<file path="src/rtl/bind_ss_pkg.sv">
// Shared types and constants for the segmented-shift bind/unbind engine.
package bind_ss_pkg;

   localparam logic [1:0] ST_IDLE  = 2'd0;
   localparam logic [1:0] ST_RUN   = 2'd1;
   localparam logic [1:0] ST_DRAIN = 2'd2;

   typedef enum logic [1:0] {
      IDLE  = ST_IDLE,
      RUN   = ST_RUN,
      DRAIN = ST_DRAIN
   } fsm_state;

   localparam logic BIND   = 1'b0;
   localparam logic UNBIND = 1'b1;

   function automatic int seg_idx_w(input int length_segment);
      return $clog2(length_segment);
   endfunction

endpackage

</file>
<file path="src/rtl/ss_lane.sv">
// One lane: lowest-set-bit index of B drives a cyclic rotate of A
// (left for bind, right for unbind). Purely combinational.
module ss_lane
   import bind_ss_pkg::*;
#(
   parameter int LENGTH_SEGMENT = 32
) (
   input  logic [LENGTH_SEGMENT-1:0] i_seg_a,
   input  logic [LENGTH_SEGMENT-1:0] i_seg_b,
   input  logic                      i_mode,
   output logic [LENGTH_SEGMENT-1:0] o_seg_out
);

   localparam int IW = seg_idx_w(LENGTH_SEGMENT);

   logic [IW-1:0]             w_idx;
   logic [IW:0]               w_inv;
   logic [LENGTH_SEGMENT-1:0] w_rotl;
   logic [LENGTH_SEGMENT-1:0] w_rotr;

   // Scan from the top so the lowest set bit is the last to write; all-zero leaves 0.
   always_comb begin
      w_idx = '0;
      for (int i = LENGTH_SEGMENT - 1; i >= 0; i--) begin
         if (i_seg_b[i]) begin
            w_idx = IW'(i);
         end
      end
   end

   // A shift by the full width yields zero, so idx = 0 reduces to a pass-through.
   assign w_inv  = (IW+1)'(LENGTH_SEGMENT) - {1'b0, w_idx};
   assign w_rotl = (i_seg_a << w_idx) | (i_seg_a >> w_inv);
   assign w_rotr = (i_seg_a >> w_idx) | (i_seg_a << w_inv);

   assign o_seg_out = (i_mode == UNBIND) ? w_rotr : w_rotl;

endmodule

</file>
<file path="src/rtl/bind_ss_multilane.sv">
// Multi-lane segmented-shift bind/unbind engine with one output register stage.
// Optional sticky one-hot checker on B enabled by BIND_SS_ONEHOT_CHECK_EN.
module bind_ss_multilane
   import bind_ss_pkg::*;
#(
   parameter int D              = 1024,
   parameter int LENGTH_SEGMENT = 32,
   parameter int NB_LANES       = 4
) (
   input  logic                               clk,
   input  logic                               arst_n_in,
   input  logic                               start,
   input  logic                               mode_unbind,
   input  logic                               in_valid,
   output logic                               in_ready,
   input  logic [NB_LANES*LENGTH_SEGMENT-1:0] seg_a,
   input  logic [NB_LANES*LENGTH_SEGMENT-1:0] seg_b,
   output logic                               out_valid,
   input  logic                               out_ready,
   output logic [NB_LANES*LENGTH_SEGMENT-1:0] seg_out,
   output logic                               out_last,
   output logic                               done,
   output logic                               busy
`ifdef BIND_SS_ONEHOT_CHECK_EN
   ,
   output logic                               err_onehot
`endif
);

   localparam int NB_OF_SEGMENTS = D / LENGTH_SEGMENT;
   localparam int NB_BEATS       = NB_OF_SEGMENTS / NB_LANES;
   localparam int W              = NB_LANES * LENGTH_SEGMENT;
   localparam int CW             = (NB_BEATS > 1) ? $clog2(NB_BEATS) : 1;
   localparam logic [CW-1:0] LAST_BEAT = CW'(NB_BEATS - 1);

   fsm_state      r_state;
   logic [CW-1:0] r_beat_cnt;
   logic          r_mode;
   logic          r_out_valid;
   logic          r_out_last;
   logic          r_done;
   logic [W-1:0]  r_seg_out;
   logic [W-1:0]  w_lane_out;
   logic          w_accept;
   logic          w_out_hs;

   for (genvar gi = 0; gi < NB_LANES; gi++) begin : g_lane
      ss_lane #(
         .LENGTH_SEGMENT (LENGTH_SEGMENT)
      ) u_lane (
         .i_seg_a   (seg_a[gi*LENGTH_SEGMENT +: LENGTH_SEGMENT]),
         .i_seg_b   (seg_b[gi*LENGTH_SEGMENT +: LENGTH_SEGMENT]),
         .i_mode    (r_mode),
         .o_seg_out (w_lane_out[gi*LENGTH_SEGMENT +: LENGTH_SEGMENT])
      );
   end

   assign in_ready  = (r_state == RUN) && (!r_out_valid || out_ready);
   assign w_accept  = in_valid && in_ready;
   assign w_out_hs  = r_out_valid && out_ready;
   assign out_valid = r_out_valid;
   assign out_last  = r_out_last;
   assign seg_out   = r_seg_out;
   assign done      = r_done;
   assign busy      = (r_state != IDLE);

   always_ff @(posedge clk or negedge arst_n_in) begin
      if (!arst_n_in) begin
         r_state     <= IDLE;
         r_beat_cnt  <= '0;
         r_mode      <= BIND;
         r_out_valid <= 1'b0;
         r_out_last  <= 1'b0;
         r_seg_out   <= '0;
         r_done      <= 1'b0;
      end else begin
         r_done <= 1'b0;

         // A new beat may replace the held one in the same cycle it drains.
         if (w_accept) begin
            r_seg_out   <= w_lane_out;
            r_out_last  <= (r_beat_cnt == LAST_BEAT);
            r_out_valid <= 1'b1;
         end else if (w_out_hs) begin
            r_out_valid <= 1'b0;
         end

         case (r_state)
            IDLE: begin
               if (start) begin
                  r_mode     <= mode_unbind;
                  r_beat_cnt <= '0;
                  r_state    <= RUN;
               end
            end
            RUN: begin
               if (w_accept) begin
                  if (r_beat_cnt == LAST_BEAT) begin
                     r_beat_cnt <= '0;
                     r_state    <= DRAIN;
                  end else begin
                     r_beat_cnt <= r_beat_cnt + 1'b1;
                  end
               end
            end
            DRAIN: begin
               if (w_out_hs && r_out_last) begin
                  r_done  <= 1'b1;
                  r_state <= IDLE;
               end
            end
            default: r_state <= IDLE;
         endcase
      end
   end

`ifdef BIND_SS_ONEHOT_CHECK_EN
   logic [NB_LANES-1:0] w_bad;
   logic                r_err_onehot;

   // Not one-hot: empty, or clearing the lowest set bit leaves something behind.
   for (genvar gi = 0; gi < NB_LANES; gi++) begin : g_chk
      logic [LENGTH_SEGMENT-1:0] w_b;
      assign w_b       = seg_b[gi*LENGTH_SEGMENT +: LENGTH_SEGMENT];
      assign w_bad[gi] = (w_b == '0) || ((w_b & (w_b - 1'b1)) != '0);
   end

   always_ff @(posedge clk or negedge arst_n_in) begin
      if (!arst_n_in) begin
         r_err_onehot <= 1'b0;
      end else if ((r_state == IDLE) && start) begin
         r_err_onehot <= 1'b0;
      end else if (w_accept && (|w_bad)) begin
         r_err_onehot <= 1'b1;
      end
   end

   assign err_onehot = r_err_onehot;
`endif

endmodule

</file>
<file path="config.mk">
export PLATFORM = sky130hd
export DESIGN_NAME = bind_ss_multilane
export DESIGN_NICKNAME = d
export VERILOG_FILES = /design/src/rtl/bind_ss_pkg.sv /design/src/rtl/ss_lane.sv /design/src/rtl/bind_ss_multilane.sv
export SDC_FILE = /design/constraint.sdc
export NUM_CORES = 2
export LEC_CHECK = 0
export CAP_MARGIN = 5
export CELL_PAD_IN_SITES_DETAIL_PLACEMENT = 1
export CELL_PAD_IN_SITES_GLOBAL_PLACEMENT = 1
export CORE_MARGIN = 3
export CORE_UTILIZATION = 30
export CTS_BUF_LIST = sky130_fd_sc_hd__clkbuf_8
export CTS_CLUSTER_DIAMETER = 40
export DETAILED_ROUTE_END_ITERATION = 6
export PLACE_DENSITY_LB_ADDON = 0.25
export SYNTH_ARGS = -nofsm -noshare
export SYNTH_HDL_FRONTEND = slang
export SYNTH_SLANG_ARGS = --single-unit
</file>
<file path="constraint.sdc">
create_clock -name clk -period 2.9 [get_ports clk]
set_input_delay 0.58 -clock clk [delete_from_list [all_inputs] [get_ports clk]]
set_output_delay 0.58 -clock clk [all_outputs]
set_load 0.1 [all_outputs]
</file>
==> summary.txt <==
Outcome
  – Failing checks: design-rule violations, negative setup slack
  – Outcome: finished with violations

Clock network
  – Clock sink total: 137
  – Clk slew on worst S/H paths: 100 ps
  – CTS tree: done
  – Number of H-tree levels: 4
  – Clk_lat worst skew: 610 ps
  – Num CTS Buffers: 17
  – Clk buf depth: 2
  – Root buf cell: clkbuf_8

Worst setup path
  – Worst path max stage delay: 520 ps
  – CP delay by family, top: compound AO/OA/AOI/OAI gates
  – Worst EP required: 3370 ps
  – Top cell by count, worst path: buf_4
  – CP Capture Type: register
  – Crit Path Max Fanout: 5
  – CP bufs+invs: 6
  – Worst r2r path cells: 10
  – CP arrival: 4180 ps
  – Crit-path cells: buf_6, or3_4, a221oi_2, o21ai_2, a211oi_4, inv_6, ha_4, or4_4, nand3_4, buf_4, buf_6, buf_4, mux2i_4, nor3_1, a211o_1, buf_4, o221ai_4, a32oi_1
  – Slowest stage cell on the critical path: or4_4
  – Cell count along the critical path: 18
  – Startpoint types: input pin
  – WS Path Type: input pin to register

Global routing
  – All-Layer GR Usage: 0.437
  – Antenna violations before repair: 11
  – First-pass GRT wire length: 394000 um
  – Vias in the first global route: 55395
  – Largest net degree at the start of global routing: 67
  – Total gr overflow: 0

Synthesis
  – Syn. warnings: 0
  – Post-Syn Instances: 4727
  – Number of flops mapped to enable cells by yosys: 0
  – Netlist Area Pre-Place: 34900 um2
  – Yosys reg bits: 137
  – Synth async-reset ratio: 1.00
  – Seq/Total Area, Yosys: 0.0984
  – Syn avg cell area: 7.37 um2
  – Cell variety after synth: 101
  – Top_reg_cell synth: dfrtp_1
  – Post-Syn Nets: 4995

Routing
  – DRT iter0 DRCs: 6750
  – Via count: 55518
  – Drt wl/cell: 33.5 um
  – DR vias/cell: 6.62
  – Met1 wire length: 112000 um
  – Met2 wire len: 120000 um
  – Final ANT Viol Nets: 0
  – Met3 Wirelength: 31900 um
  – Total wire length: 281000 um
  – DRC: 2
  – Top sig layer: met5
  – DRT Pass-1 Iters: 7

Timing
  – PnR worst setup slack: -819 ps
  – Slew headroom: 0.353
  – Min cycle time layout: 3720 ps
  – Fin Clk Skew: 19.5 ps
  – Worst Max-Slew Pin Slew: 960 ps
  – RSZ-0062 raised after global routing: true
  – FMAX: 269 MHz
  – Period utilization: 1.28
  – Final setup vio count: 128
  – Final Max Slew Viols: 0
  – Final Hold Viols: 0

Final layout
  – Fin nets: 7130
  – P&R area growth vs syn: 81.9%
  – Final std cells w/o fill: 8391
  – Layout cell share with drive strength beyond 1: 0.507

Die
  – Die ar.: 120000 um2
  – Chip width: 347 um
  – Core area: 115000 um2
  – Die H: 347 um
  – Io pins: 395
  – Row cnt: 124
  – Starting Density: 0.304

Power
  – Design Power: 0.0332 W
  – Pwr dens: 524 nW/um2
  – Leakage: 27.8 nW
  – Peak VDD IR: 1.50 mV

Place
  – Post-detail-place hpwl: 210000 um
  – Port buffer count: 394
  – Dpl cells: 8130
  – GPL Wtd Cong: 1.05

Job
  – # Max-Cap Violations: 0

Worst hold path
  – Hold crit path type: input pin to async pin
worst reg2reg max path: stages, from the launching register on:
cell	delay, ps
dfrtp_2	410
nor2b_1	230
nor3b_4	390
nand2_1	170
buf_4	180
nor2_4	140
buf_12	240
o221ai_1	230
buf_4	210
a211oi_1	270
nor3_1	90
cells in the final DEF, fill, tap and decap left out, types with 41 or more instances in the layout:
cell type        synthesis  layout
mux2i_2                  0      95
nand2_1                549     502
buf_4                   23    2041
nor2_1                 420     370
dfrtp_1                137     136
o21ai_1                 14      42
mux2_2                 104      81
a221oi_2                 2      41
dlygate4sd2_1            0      69
mux2i_1                819     641
a211oi_1               158      71
mux2i_4                  0      83
a21oi_1                264     196
clkdlybuf4s50_1          0     141
o211ai_1               104     104
nand3_1                177     156
a31oi_1                 65      57
mux4_2                 100     100
buf_6                    4     159
buf_12                   0     117
o21ai_0                240     174
a211oi_2                 1      79
nor3_1                 109      75
a21oi_2                  2      57
a22oi_1                 65      45
o22ai_1                 78      65
layout make-up:
| cell class | count | area, um2 |
|---|---|---|
| Timing Repair Buffer | 2610 | 22700 |
| Inverter | 37 | 169 |
| Antenna cell | 4 | 10.0 |
| Sequential cell | 137 | 3430 |
| Tap cell | 1512 | 1890 |
| Clock buffer | 20 | 275 |
| Clock inverter | 12 | 146 |
| Fill cell | 13518 | 51400 |
| Multi-Input combinational cell | 4059 | 34800 |
power breakdown:
part | leakage (nW) | total (W) | switching [W] | internal, W
registers | 1.50 | 0.00385 | 0.00106 | 0.00279
logic | 26.0 | 0.0274 | 0.0176 | 0.00983
clock network | 0.217 | 0.00191 | 0.000995 | 0.000914
total | 27.8 | 0.0332 | 0.0197 | 0.0135
timing repair:
item | in CTS | in global routing
cloned | 16 | 2
hold buffers | 1 | 0
setup endpoints to repair | 128 | 128
gates resized for setup | 1035 | 429
endpoints found under the hold margin | 39 | 0
pin swaps | 331 | 223
setup buffers | 178 | 90
Yosys cell counts (all sizes together), types with 78 or more instances:
cell type	number	share of area
mux2i	819	0.24
dfrtp	137	0.098
nand2	550	0.059
clkbuf	308	0.033
nand3	179	0.026
nor2	423	0.046
buf	188	0.028
a21oi	266	0.038
nor3	111	0.016
mux2	106	0.034
o21ai	256	0.037
o211ai	104	0.022
a211oi	160	0.035
mux4	100	0.065
o22ai	78	0.014
final timing paths:
path	to	start	slack [ps]
setup / recovery	seg_out[4]	seg_b[20]	-820
hold / removal	seg_out[99]	arst_n_in	480
setup reg to reg	seg_out[71]	out_valid	200
hold reg to reg	r_beat_cnt[1]	r_beat_cnt[1]	550
max in group asynchronous	out_valid	arst_n_in	1690
min in group clk	r_beat_cnt[1]	r_beat_cnt[1]	550
state kept, by name, summed over array words and instances (netlist names):
register and cells:
out_valid 1, seg_out 128, done 1, r_mode 1, r_state 2, r_beat_cnt 3
out_last 1
per-stage QoR:
| stage | instance area [um2] | setup TNS, ps | hold WS, ps | setup slack, ps | util |
|---|---|---|---|---|---|
| after global placement | 55100 | -204270 | 527 | -1970 | 0.480 |
| final | 63400 | -81450 | 479 | -819 | 0.552 |
| after floorplan | 36000 | -162460 | 284 | -1670 | - |
| after global routing | 63400 | -87750 | 501 | -867 | 0.552 |
| after CTS | 61000 | -60810 | 450 | -681 | 0.531 |
| after detailed placement | 55100 | -212550 | 537 | -1940 | 0.480 |
routing by layer:
metal  GRT usage  up-vias
li1            -    22747
met1       0.580    27795
met2       0.665     3941
met3       0.104     1025
met4       0.206       10
met5           0        -
cell families after synthesis:
logic type               synth area share
multiplexers                        0.334
AND/OR/NAND/NOR                     0.195
flip-flops                         0.0984
buffers and inverters              0.0650
XOR/XNOR                         0.000251
AO/OA/AOI/OAI                       0.305
adder cells (fa/ha/maj)           0.00215
No activity file was read; power rests on OpenSTA's default activity.
